`src/rtl/writeback_queue_pkg.sv`:
```
// Shared writeback types: register-file geometry and the {addr, data} result record
// exchanged between producers and the writeback queue.
package writeback_queue_pkg;

   localparam int DATA_W = 32;
   localparam int ADDR_W = 4;

   typedef struct packed {
      logic [ADDR_W-1:0] addr;
      logic [DATA_W-1:0] data;
   } wb_entry_t;

endpackage

```
`src/rtl/writeback_lookup.sv`:
```
// Bypass match over the pending queue entries plus the output stage; youngest match wins.
// Purely combinational, no backpressure; a miss returns hit=0, data=0.
module writeback_lookup
   import writeback_queue_pkg::*;
#(
   parameter int DEPTH = 4
)
(
   input  wb_entry_t [DEPTH-1:0]    entries_i,
   input  logic [$clog2(DEPTH)-1:0] head_i,
   input  logic [$clog2(DEPTH):0]   count_i,
   input  logic                     out_vld_i,
   input  wb_entry_t                out_i,
   input  logic [ADDR_W-1:0]        addr_i,
   output logic                     hit_o,
   output logic [DATA_W-1:0]        data_o
);

   localparam int PTR_W = $clog2(DEPTH);
   localparam int CNT_W = PTR_W + 1;

   logic [PTR_W-1:0] idx;

   always_comb begin
      hit_o  = 1'b0;
      data_o = '0;
      idx    = '0;
      // Offset i counts from the head, so the highest occupied offset is the youngest entry.
      for (int i = DEPTH - 1; i >= 0; i--) begin
         idx = head_i + PTR_W'(i);
         if (!hit_o && (CNT_W'(i) < count_i) && (entries_i[idx].addr == addr_i)) begin
            hit_o  = 1'b1;
            data_o = entries_i[idx].data;
         end
      end
      if (!hit_o && out_vld_i && (out_i.addr == addr_i)) begin
         hit_o  = 1'b1;
         data_o = out_i.data;
      end
   end

endmodule

```
`src/rtl/writeback_queue.sv`:
```
// In-order writeback FIFO: Mem/ALU results in, one registered register-file write per cycle out.
// Push at edge N retires at edge N+1 when empty; Ready looks at Count only (no same-cycle pop credit).
module writeback_queue
   import writeback_queue_pkg::*;
#(
   parameter int DEPTH = 4
)
(
   input  logic                   CLK,
   input  logic                   RESET,
   input  logic                   AluValid,
   input  logic [ADDR_W-1:0]      AluAddr,
   input  logic [DATA_W-1:0]      AluData,
   output logic                   AluReady,
   input  logic                   MemValid,
   input  logic [ADDR_W-1:0]      MemAddr,
   input  logic [DATA_W-1:0]      MemData,
   output logic                   MemReady,
   output logic                   RegWr,
   output logic [ADDR_W-1:0]      Waddr,
   output logic [DATA_W-1:0]      Writedata,
   input  logic [ADDR_W-1:0]      LookAddr1,
   input  logic [ADDR_W-1:0]      LookAddr2,
   output logic                   LookHit1,
   output logic                   LookHit2,
   output logic [DATA_W-1:0]      LookData1,
   output logic [DATA_W-1:0]      LookData2,
   output logic [$clog2(DEPTH):0] Count,
   output logic                   Full,
   output logic                   Empty
);

   localparam int PTR_W = $clog2(DEPTH);
   localparam int CNT_W = PTR_W + 1;
   localparam logic [CNT_W-1:0] ROOM1 = CNT_W'(DEPTH - 1);
   localparam logic [CNT_W-1:0] ROOM2 = CNT_W'(DEPTH - 2);

   wb_entry_t [DEPTH-1:0] entries_q;
   logic [PTR_W-1:0]      head_q, head_d;
   logic [PTR_W-1:0]      tail_q, tail_d;
   logic [CNT_W-1:0]      count_q, count_d;
   logic                  reg_wr_q;
   wb_entry_t             out_q;

   logic                  mem_rdy, alu_rdy;
   logic                  mem_push, alu_push, pop;
   logic [PTR_W-1:0]      alu_slot;

   // Both pushes must fit even if nothing pops this cycle.
   assign mem_rdy  = !RESET && (count_q <= ROOM1);
   assign alu_rdy  = !RESET && (MemValid ? (count_q <= ROOM2) : (count_q <= ROOM1));
   assign mem_push = MemValid && mem_rdy;
   assign alu_push = AluValid && alu_rdy;

   always_comb begin
      pop      = (count_q != '0);
      head_d   = head_q + PTR_W'(pop);
      tail_d   = tail_q + PTR_W'(mem_push) + PTR_W'(alu_push);
      count_d  = count_q + CNT_W'(mem_push) + CNT_W'(alu_push) - CNT_W'(pop);
      alu_slot = tail_q + PTR_W'(mem_push);
   end

   always_ff @(posedge CLK) begin
      if (RESET) begin
         head_q   <= '0;
         tail_q   <= '0;
         count_q  <= '0;
         reg_wr_q <= 1'b0;
         out_q    <= '0;
      end else begin
         head_q   <= head_d;
         tail_q   <= tail_d;
         count_q  <= count_d;
         reg_wr_q <= pop;
         if (pop) begin
            out_q <= entries_q[head_q];
         end
      end
   end

   // Entry storage needs no reset: occupancy is tracked by count_q alone.
   always_ff @(posedge CLK) begin
      if (mem_push) begin
         entries_q[tail_q] <= '{addr: MemAddr, data: MemData};
      end
      if (alu_push) begin
         entries_q[alu_slot] <= '{addr: AluAddr, data: AluData};
      end
   end

   logic              hit1, hit2;
   logic [DATA_W-1:0] data1, data2;

   writeback_lookup #(.DEPTH(DEPTH)) u_look1 (
      .entries_i (entries_q),
      .head_i    (head_q),
      .count_i   (count_q),
      .out_vld_i (reg_wr_q),
      .out_i     (out_q),
      .addr_i    (LookAddr1),
      .hit_o     (hit1),
      .data_o    (data1)
   );

   writeback_lookup #(.DEPTH(DEPTH)) u_look2 (
      .entries_i (entries_q),
      .head_i    (head_q),
      .count_i   (count_q),
      .out_vld_i (reg_wr_q),
      .out_i     (out_q),
      .addr_i    (LookAddr2),
      .hit_o     (hit2),
      .data_o    (data2)
   );

   assign LookHit1  = !RESET && hit1;
   assign LookHit2  = !RESET && hit2;
   assign LookData1 = RESET ? '0 : data1;
   assign LookData2 = RESET ? '0 : data2;

   assign AluReady  = alu_rdy;
   assign MemReady  = mem_rdy;
   assign RegWr     = reg_wr_q;
   assign Waddr     = out_q.addr;
   assign Writedata = out_q.data;
   assign Count     = count_q;
   assign Full      = (count_q == CNT_W'(DEPTH));
   assign Empty     = (count_q == '0);

endmodule

```
`config.mk`:
```
export PLATFORM = sky130hd
export DESIGN_NAME = writeback_queue
export DESIGN_NICKNAME = d
export VERILOG_FILES = /design/src/rtl/writeback_queue_pkg.sv /design/src/rtl/writeback_lookup.sv /design/src/rtl/writeback_queue.sv
export SDC_FILE = /design/constraint.sdc
export NUM_CORES = 1
export LEC_CHECK = 0
export CAP_MARGIN = 20
export CORE_MARGIN = 2
export CORE_UTILIZATION = 45
export CTS_CLUSTER_SIZE = 8
export DETAILED_ROUTE_END_ITERATION = 10
export GPL_ROUTABILITY_DRIVEN = 0
export HOLD_SLACK_MARGIN = 0.15
export PLACE_DENSITY = 0.74
export REMOVE_ABC_BUFFERS = 1
export SYNTH_ARGS = -nofsm -noshare
export SYNTH_HDL_FRONTEND = slang
export SYNTH_SLANG_ARGS = --single-unit
```
`constraint.sdc`:
```
create_clock -name CLK -period 4.5 [get_ports CLK]
set_clock_uncertainty 0.2 [all_clocks]
set_input_delay 0.9 -clock CLK [delete_from_list [all_inputs] [get_ports CLK]]
set_output_delay 0.9 -clock CLK [all_outputs]
set_load 0.02 [all_outputs]
```
* Word level (Yosys, flattened, before mapping) *
Cells that the tools add are included.

storage, ports and cells
  bits in registers = 188
  bits of input ports = 84
  word-level logic and storage cells = 124

operators by class
  $add $sub $neg = 9
  magnitude comparators = 14
  eq/ne operators = 11
  mux-type cells = 39
  reductions and logical operators = 37

operator list
  kind                                                                          number
  32-bit 2-to-1 mux                                                             12
  36-bit binary-select mux with 2-bit select                                    4
  144-bit bitwise mux                                                           2
  144-bit 2-to-1 mux                                                            2
  36-bit 2-to-1 mux                                                             6
  36-bit demux with 2-bit select                                                2
  4-bit == test                                                                 10
  1-bit logical AND                                                             26
  2-bit by 3-bit less-than comparator with 1-bit output, second input constant  6
  1-bit 2-to-1 mux                                                              11
  1-bit logical NOT                                                             9
  2-bit by 1-bit adder with 2-bit output                                        3
  3-bit by 1-bit adder with 3-bit output                                        2
  3-bit by 2-bit <= comparator with 1-bit output, second input constant         2
  1-bit by 3-bit less-than comparator with 1-bit output, first input constant   2
  2-bit by 3-bit less-than comparator with 1-bit output, first input constant   2
  2-bit adder, second input constant                                            2
  2-bit by 1-bit >= comparator with 1-bit output, second input constant         2
  3-bit == test, second input constant                                          1
  3-bit logical NOT                                                             1
  3-bit nonzero test                                                            1
  3-bit by 1-bit subtractor with 3-bit output                                   1
  2-bit by 1-bit adder with 2-bit output, second input constant                 1

* Depth between registers and ports, before layout *
  word-level depth = 23
  mapped depth = 13
  mapped depth without buffers = 10

* Hierarchy *
Synthesis repeated with hierarchy kept, for this count alone.

unflattened totals
  cell total of the unflattened synthesis = 2377
  area total of the unflattened synthesis = 20407.1 um^2

modules (own cells, without submodules)
  module            times used  cells an instance  area an instance (um^2)
  writeback_lookup  2           792                5490.3
  writeback_queue   1           793                9426.5

* Worst setup path after synthesis *
No wires, ideal clock.

  kind = input to output
  start = in LookAddr1[0]
  end = out LookData1[10]
  data arrival time = 3.031 ns
  path slack = 0.369 ns
  stages = 11
  buffers on the path = 4
  cell sequence = clkbuf_1 -> or3b_2 -> mux2i_1 -> o2111a_1 -> buf_2 -> a21oi_1 -> nand2b_1 -> buf_2 -> buf_2 -> mux2i_1 -> a31oi_1

on the way
  word-level cells in the longest chain between the ends = 20
  elaborated cells between the ends (all ways) = 28

ends and longest elaborated chain
  element                         RTL line                source
  start, declared                 writeback_queue.sv:22   input logic [ADDR_W-1:0] LookAddr1,
  4-bit == test                   writeback_lookup.sv:31  if (!hit_o && (CNT_W'(i) < count_i) && (entries_i[idx].addr == addr_i)) begin
  1-bit logical AND               writeback_lookup.sv:31
  1-bit 2-to-1 mux                writeback_lookup.sv:31
  1-bit logical NOT               writeback_lookup.sv:31
  1-bit logical AND (2 in a row)  writeback_lookup.sv:31
  1-bit 2-to-1 mux                writeback_lookup.sv:31
  1-bit logical NOT               writeback_lookup.sv:31
  1-bit logical AND (2 in a row)  writeback_lookup.sv:31
  1-bit 2-to-1 mux                writeback_lookup.sv:31
  1-bit logical NOT               writeback_lookup.sv:31
  1-bit logical AND (2 in a row)  writeback_lookup.sv:31
  1-bit 2-to-1 mux                writeback_lookup.sv:31
  1-bit logical NOT               writeback_lookup.sv:36  if (!hit_o && out_vld_i && (out_i.addr == addr_i)) begin
  1-bit logical AND (2 in a row)  writeback_lookup.sv:36
  32-bit 2-to-1 mux (*)           writeback_lookup.sv:36
  32-bit 2-to-1 mux (*)           writeback_queue.sv:118  assign LookData1 = RESET ? '0 : data1;
  end, declared                   writeback_queue.sv:26   output logic [DATA_W-1:0] LookData1,

Every way passes the cells marked *; elsewhere a longest branch is shown, timed or not.

* Worst setup path after layout *
  start = reg head_q[0]
  end = out LookData1[2]

on the way
  word-level cells in the longest chain between the ends = 23
  elaborated cells between the ends (all ways) = 38

ends and longest elaborated chain
  element                                     RTL line                                        source
  start, declared                             writeback_queue.sv:39                           logic [PTR_W-1:0] head_q, head_d;
  start signal, assigned                      writeback_queue.sv:65                           head_q <= '0;
  start signal, assigned                      writeback_queue.sv:71                           head_q <= head_d;
  2-bit adder                                 writeback_lookup.sv:30                          idx = head_i + PTR_W'(i);
  36-bit binary-select mux with 2-bit select  writeback_lookup.sv:31, writeback_lookup.sv:33
  36-bit 2-to-1 mux (implied by the code)     writeback_lookup.sv:31
  4-bit == test                               writeback_lookup.sv:31
  1-bit logical AND                           writeback_lookup.sv:31
  1-bit 2-to-1 mux                            writeback_lookup.sv:31
  1-bit logical NOT                           writeback_lookup.sv:31
  1-bit logical AND (2 in a row)              writeback_lookup.sv:31
  [... 4 more ...]                            --
  1-bit 2-to-1 mux                            writeback_lookup.sv:31
  1-bit logical NOT                           writeback_lookup.sv:31
  1-bit logical AND (2 in a row)              writeback_lookup.sv:31
  1-bit 2-to-1 mux                            writeback_lookup.sv:31
  1-bit logical NOT                           writeback_lookup.sv:36
  1-bit logical AND (2 in a row)              writeback_lookup.sv:36
  32-bit 2-to-1 mux (*)                       writeback_lookup.sv:36
  32-bit 2-to-1 mux (*)                       writeback_queue.sv:118

Every way passes the cells marked *; elsewhere a longest branch is shown, timed or not. The select of a mux whose other input is x is not followed.

==> results.json <==
{
  "clock_path_buffers": 2,
  "cp-end-kind": "output port",
  "dp_slack_ns": -0.3928,
  "synth-edff-count": 0,
  "synth_top_area_frac": 0.2651,
  "critical_path.top_delay_family": "simple AND/OR/NAND/NOR gates",
  "fillers": 2709,
  "finalSetupTns_ns": 0,
  "layout_setup_ws_ns": 0.1374,
  "relSlewSlack": 0.3364,
  "overflow": 0,
  "async_reset_ff_frac": 0,
  "syn_inst": 1554,
  "dieArea_sq_um": 32980,
  "clock_sinks": 188,
  "max-vdd-ir-drop_v": 0.0003834,
  "grt_start_max_net_pins": 73,
  "ys_seq_area_frac": 0.2651,
  "hold_class": "flip-flop to flip-flop",
  "clock_latency_ns": 0.44,
  "status": "finished clean",
  "top_layer": "met5",
  "dr.pass1.iters": 7,
  "cpMostUsedCell": "nand2_1",
  "ant_nets": 0,
  "routedWlPerCell_microns": 21.91,
  "synth.avg_cell_area_sq_um": 9.134,
  "tightest_slew_ns": 0.9953,
  "port_buffers": 193,
  "track_usage": 0.2761,
  "die_w_microns": 181.6,
  "grt_pass1_vias": 12900,
  "yosysTopAreaCell": "dfxtp_1",
  "period_share": 0.9695,
  "min_period_ns": 4.363,
  "critPathMaxFanout": 8,
  "synth-main-ff-cell": "dfxtp_1",
  "core_sq_um": 31310,
  "min-delay-start": "Writedata[29]",
  "drt-initial-drc-count": 1290,
  "holdWs_ns": 0.2762,
  "finalMaxSlewViolations": 0,
  "worstSetupEndpoint": "LookData1[2]",
  "cellPowerDensity_nw_per_um2": 729.6,
  "num_antenna_cells": 0,
  "dieHeight_microns": 181.6,
  "cp.depth": 10,
  "grt_pass1_wl_microns": 71700,
  "drive_gt1_frac": 0.2152,
  "cts_tree": "yes",
  "start_util": 0.4533,
  "syn_area_sq_um": 14190,
  "seqCellArea_sq_um": 3771,
  "cp.required_ns": 3.40,
  "multi_input_area_sq_um": 9879,
  "met3WireLength_microns": 4654,
  "power.total_uw": 12670,
  "critPathMaxStageDelay_ns": 0.57,
  "ctsRootBufferMaster": "clkbuf_16",
  "cts_hold_buffers": 0,
  "dr_total_vias": 13600,
  "post-route-drc-count": 0,
  "crit_buf_inv": 3,
  "r2r_setup_slack_ns": 0.95,
  "final_hold_viol_count": 0,
  "met2_length_microns": 21790,
  "rsz0062_at_grt": "no",
  "io_pins": 194,
  "finalSetupViolCount": 0,
  "via_per_inst": 6.454,
  "crit_type": "flip-flop to output port",
  "ys_ff_latch": 188,
  "synth.area.top_cells": "dfxtp_1 (27%), mux4_2 (23%), mux2i_1 (13%), a21oi_1 (8.7%), nor2_1 (5.1%)",
  "slowest_stage": "mux4_2",
  "synth.distinct_cells": 45,
  "worstReg2RegEnd": "entries_q[16]",
  "cts_buffers": 17,
  "synthTopCellsByCount": "a21oi_1 (246), nor2_1 (191), dfxtp_1 (188), mux2i_1 (187), mux4_2 (142)",
  "wirelength_microns": 46170,
  "yosys_warnings": 0,
  "synthMostInstantiatedCell": "a21oi_1",
  "fmax_ghz": 0.2292,
  "fp-row-count": 65,
  "antenna_found_initial": 2,
  "cp-start-kind": "flip-flop",
  "nNetsFinal": 1784,
  "critPathLaunch": "head_q[0]",
  "hpwl_microns": 29630,
  "arrival_ns": 3.26,
  "reg2reg_depth": 9,
  "wl_met1_microns": 18500,
  "h-tree-depth": 4,
  "maxCapViolations": 0,
  "clkTransAtPathRegs_ns": 0.07,
  "path_cells": "mux4_2 -> xnor2_1 -> nand2_1 -> or4b_4 -> nor3b_4 -> buf_6 -> bufbuf_16 -> nand2_1 -> a31oi_2 -> buf_4",
  "rr_startpoint": "Count[1]",
  "leakage_uw": 0.006892,
  "area_growth_pct": 22.32
}
==> sequential cells by signal (all words and copies together) (netlist names) <==
register and flops:
entries_q 144, Count 3, Waddr 4, RegWr 1, head_q 2, Writedata 32, tail_q 2
==> report_power, final <==
group | internal [uW] | switching [uW]
Sequential | 2480 | 909
Clock | 766 | 716
Combinational | 3830 | 3970
Total | 7080 | 5590
==> tightest hold or removal path, stage by stage (launching register included) <==
cell	delay, ns
dfxtp_1	0.33
nand2_1	0.06
a21oi_1	0.05
==> layout by cell type, fill, tap and decap left out, drive strengths merged, types with 2 or more instances in the layout <==
cell type,count
fa,2
a41oi,2
mux4,142
o21ai,65
mux2i,187
buf,116
clkdlybuf4s50,125
nand4,6
nand3,37
or4b,2
dfxtp,188
a31oi,64
clkinv,6
ha,6
xor2,21
nor3b,2
a21oi,247
clkbuf,57
a22o,33
nor2b,6
nor3,5
nand3b,2
nand2b,3
nand2,105
a21o,2
o211ai,32
mux2,2
dlygate4sd2,2
and3b,2
nor2,191
xnor2,21
inv,12
==> cells by family after synthesis <==
| family | synth area share |
|---|---|
| adders and majority gates | 0.008109 |
| DFF | 0.2651 |
| buffers and inverters | 0.05174 |
| xor gates and xnor gates | 0.02592 |
| AOI/OAI and AO/OA | 0.1794 |
| and+or+nand+nor | 0.1110 |
| muxes | 0.3587 |
==> what timing repair did <==
item,CTS,global route
setup buffers,6,0
setup endpoints to repair,65,66
cloned,2,0
resized for setup,173,121
pin swaps,4,5
==> layout make-up <==
| class | instances | area share |
|---|---|---|
| multi-input cells | 1196 | 0.5690 |
| clock buffers | 22 | 0.02738 |
| flip-flops and latches | 188 | 0.2172 |
| repair buffers | 280 | 0.1508 |
| clock inverters | 10 | 0.004684 |
| inverters | 9 | 0.001946 |
| well taps | 402 | 0.02897 |
==> through the flow <==
step	util	area, sq um	instances
5_1_grt	0.5545	17360	2107
6_report	0.5545	17360	2107
3_5_place_dp	0.5385	16860	2067
4_1_cts	0.5586	17490	2107
3_3_place_gp	0.5385	16860	2067
2_1_floorplan	-	13490	1393
==> how the worst min path moves through the flow <==
stage,end,cells after the start,slack (ns)
2_1_floorplan,entries_q[31],2,0.34
3_3_place_gp,Writedata[4],2,0.26
3_5_place_dp,Writedata[29],2,0.27
4_1_cts,Writedata[29],2,0.28
5_1_grt,Writedata[25],2,0.30
6_report,Writedata[29],2,0.28
==> metal layers <==
metal,GRT usage,vias up
li1,-,6109
met1,0.3655,6629
met2,0.4541,752
met3,0.05736,105
met4,0.08780,4
met5,0,-
Note: power is estimated with default switching activity, not from simulation.
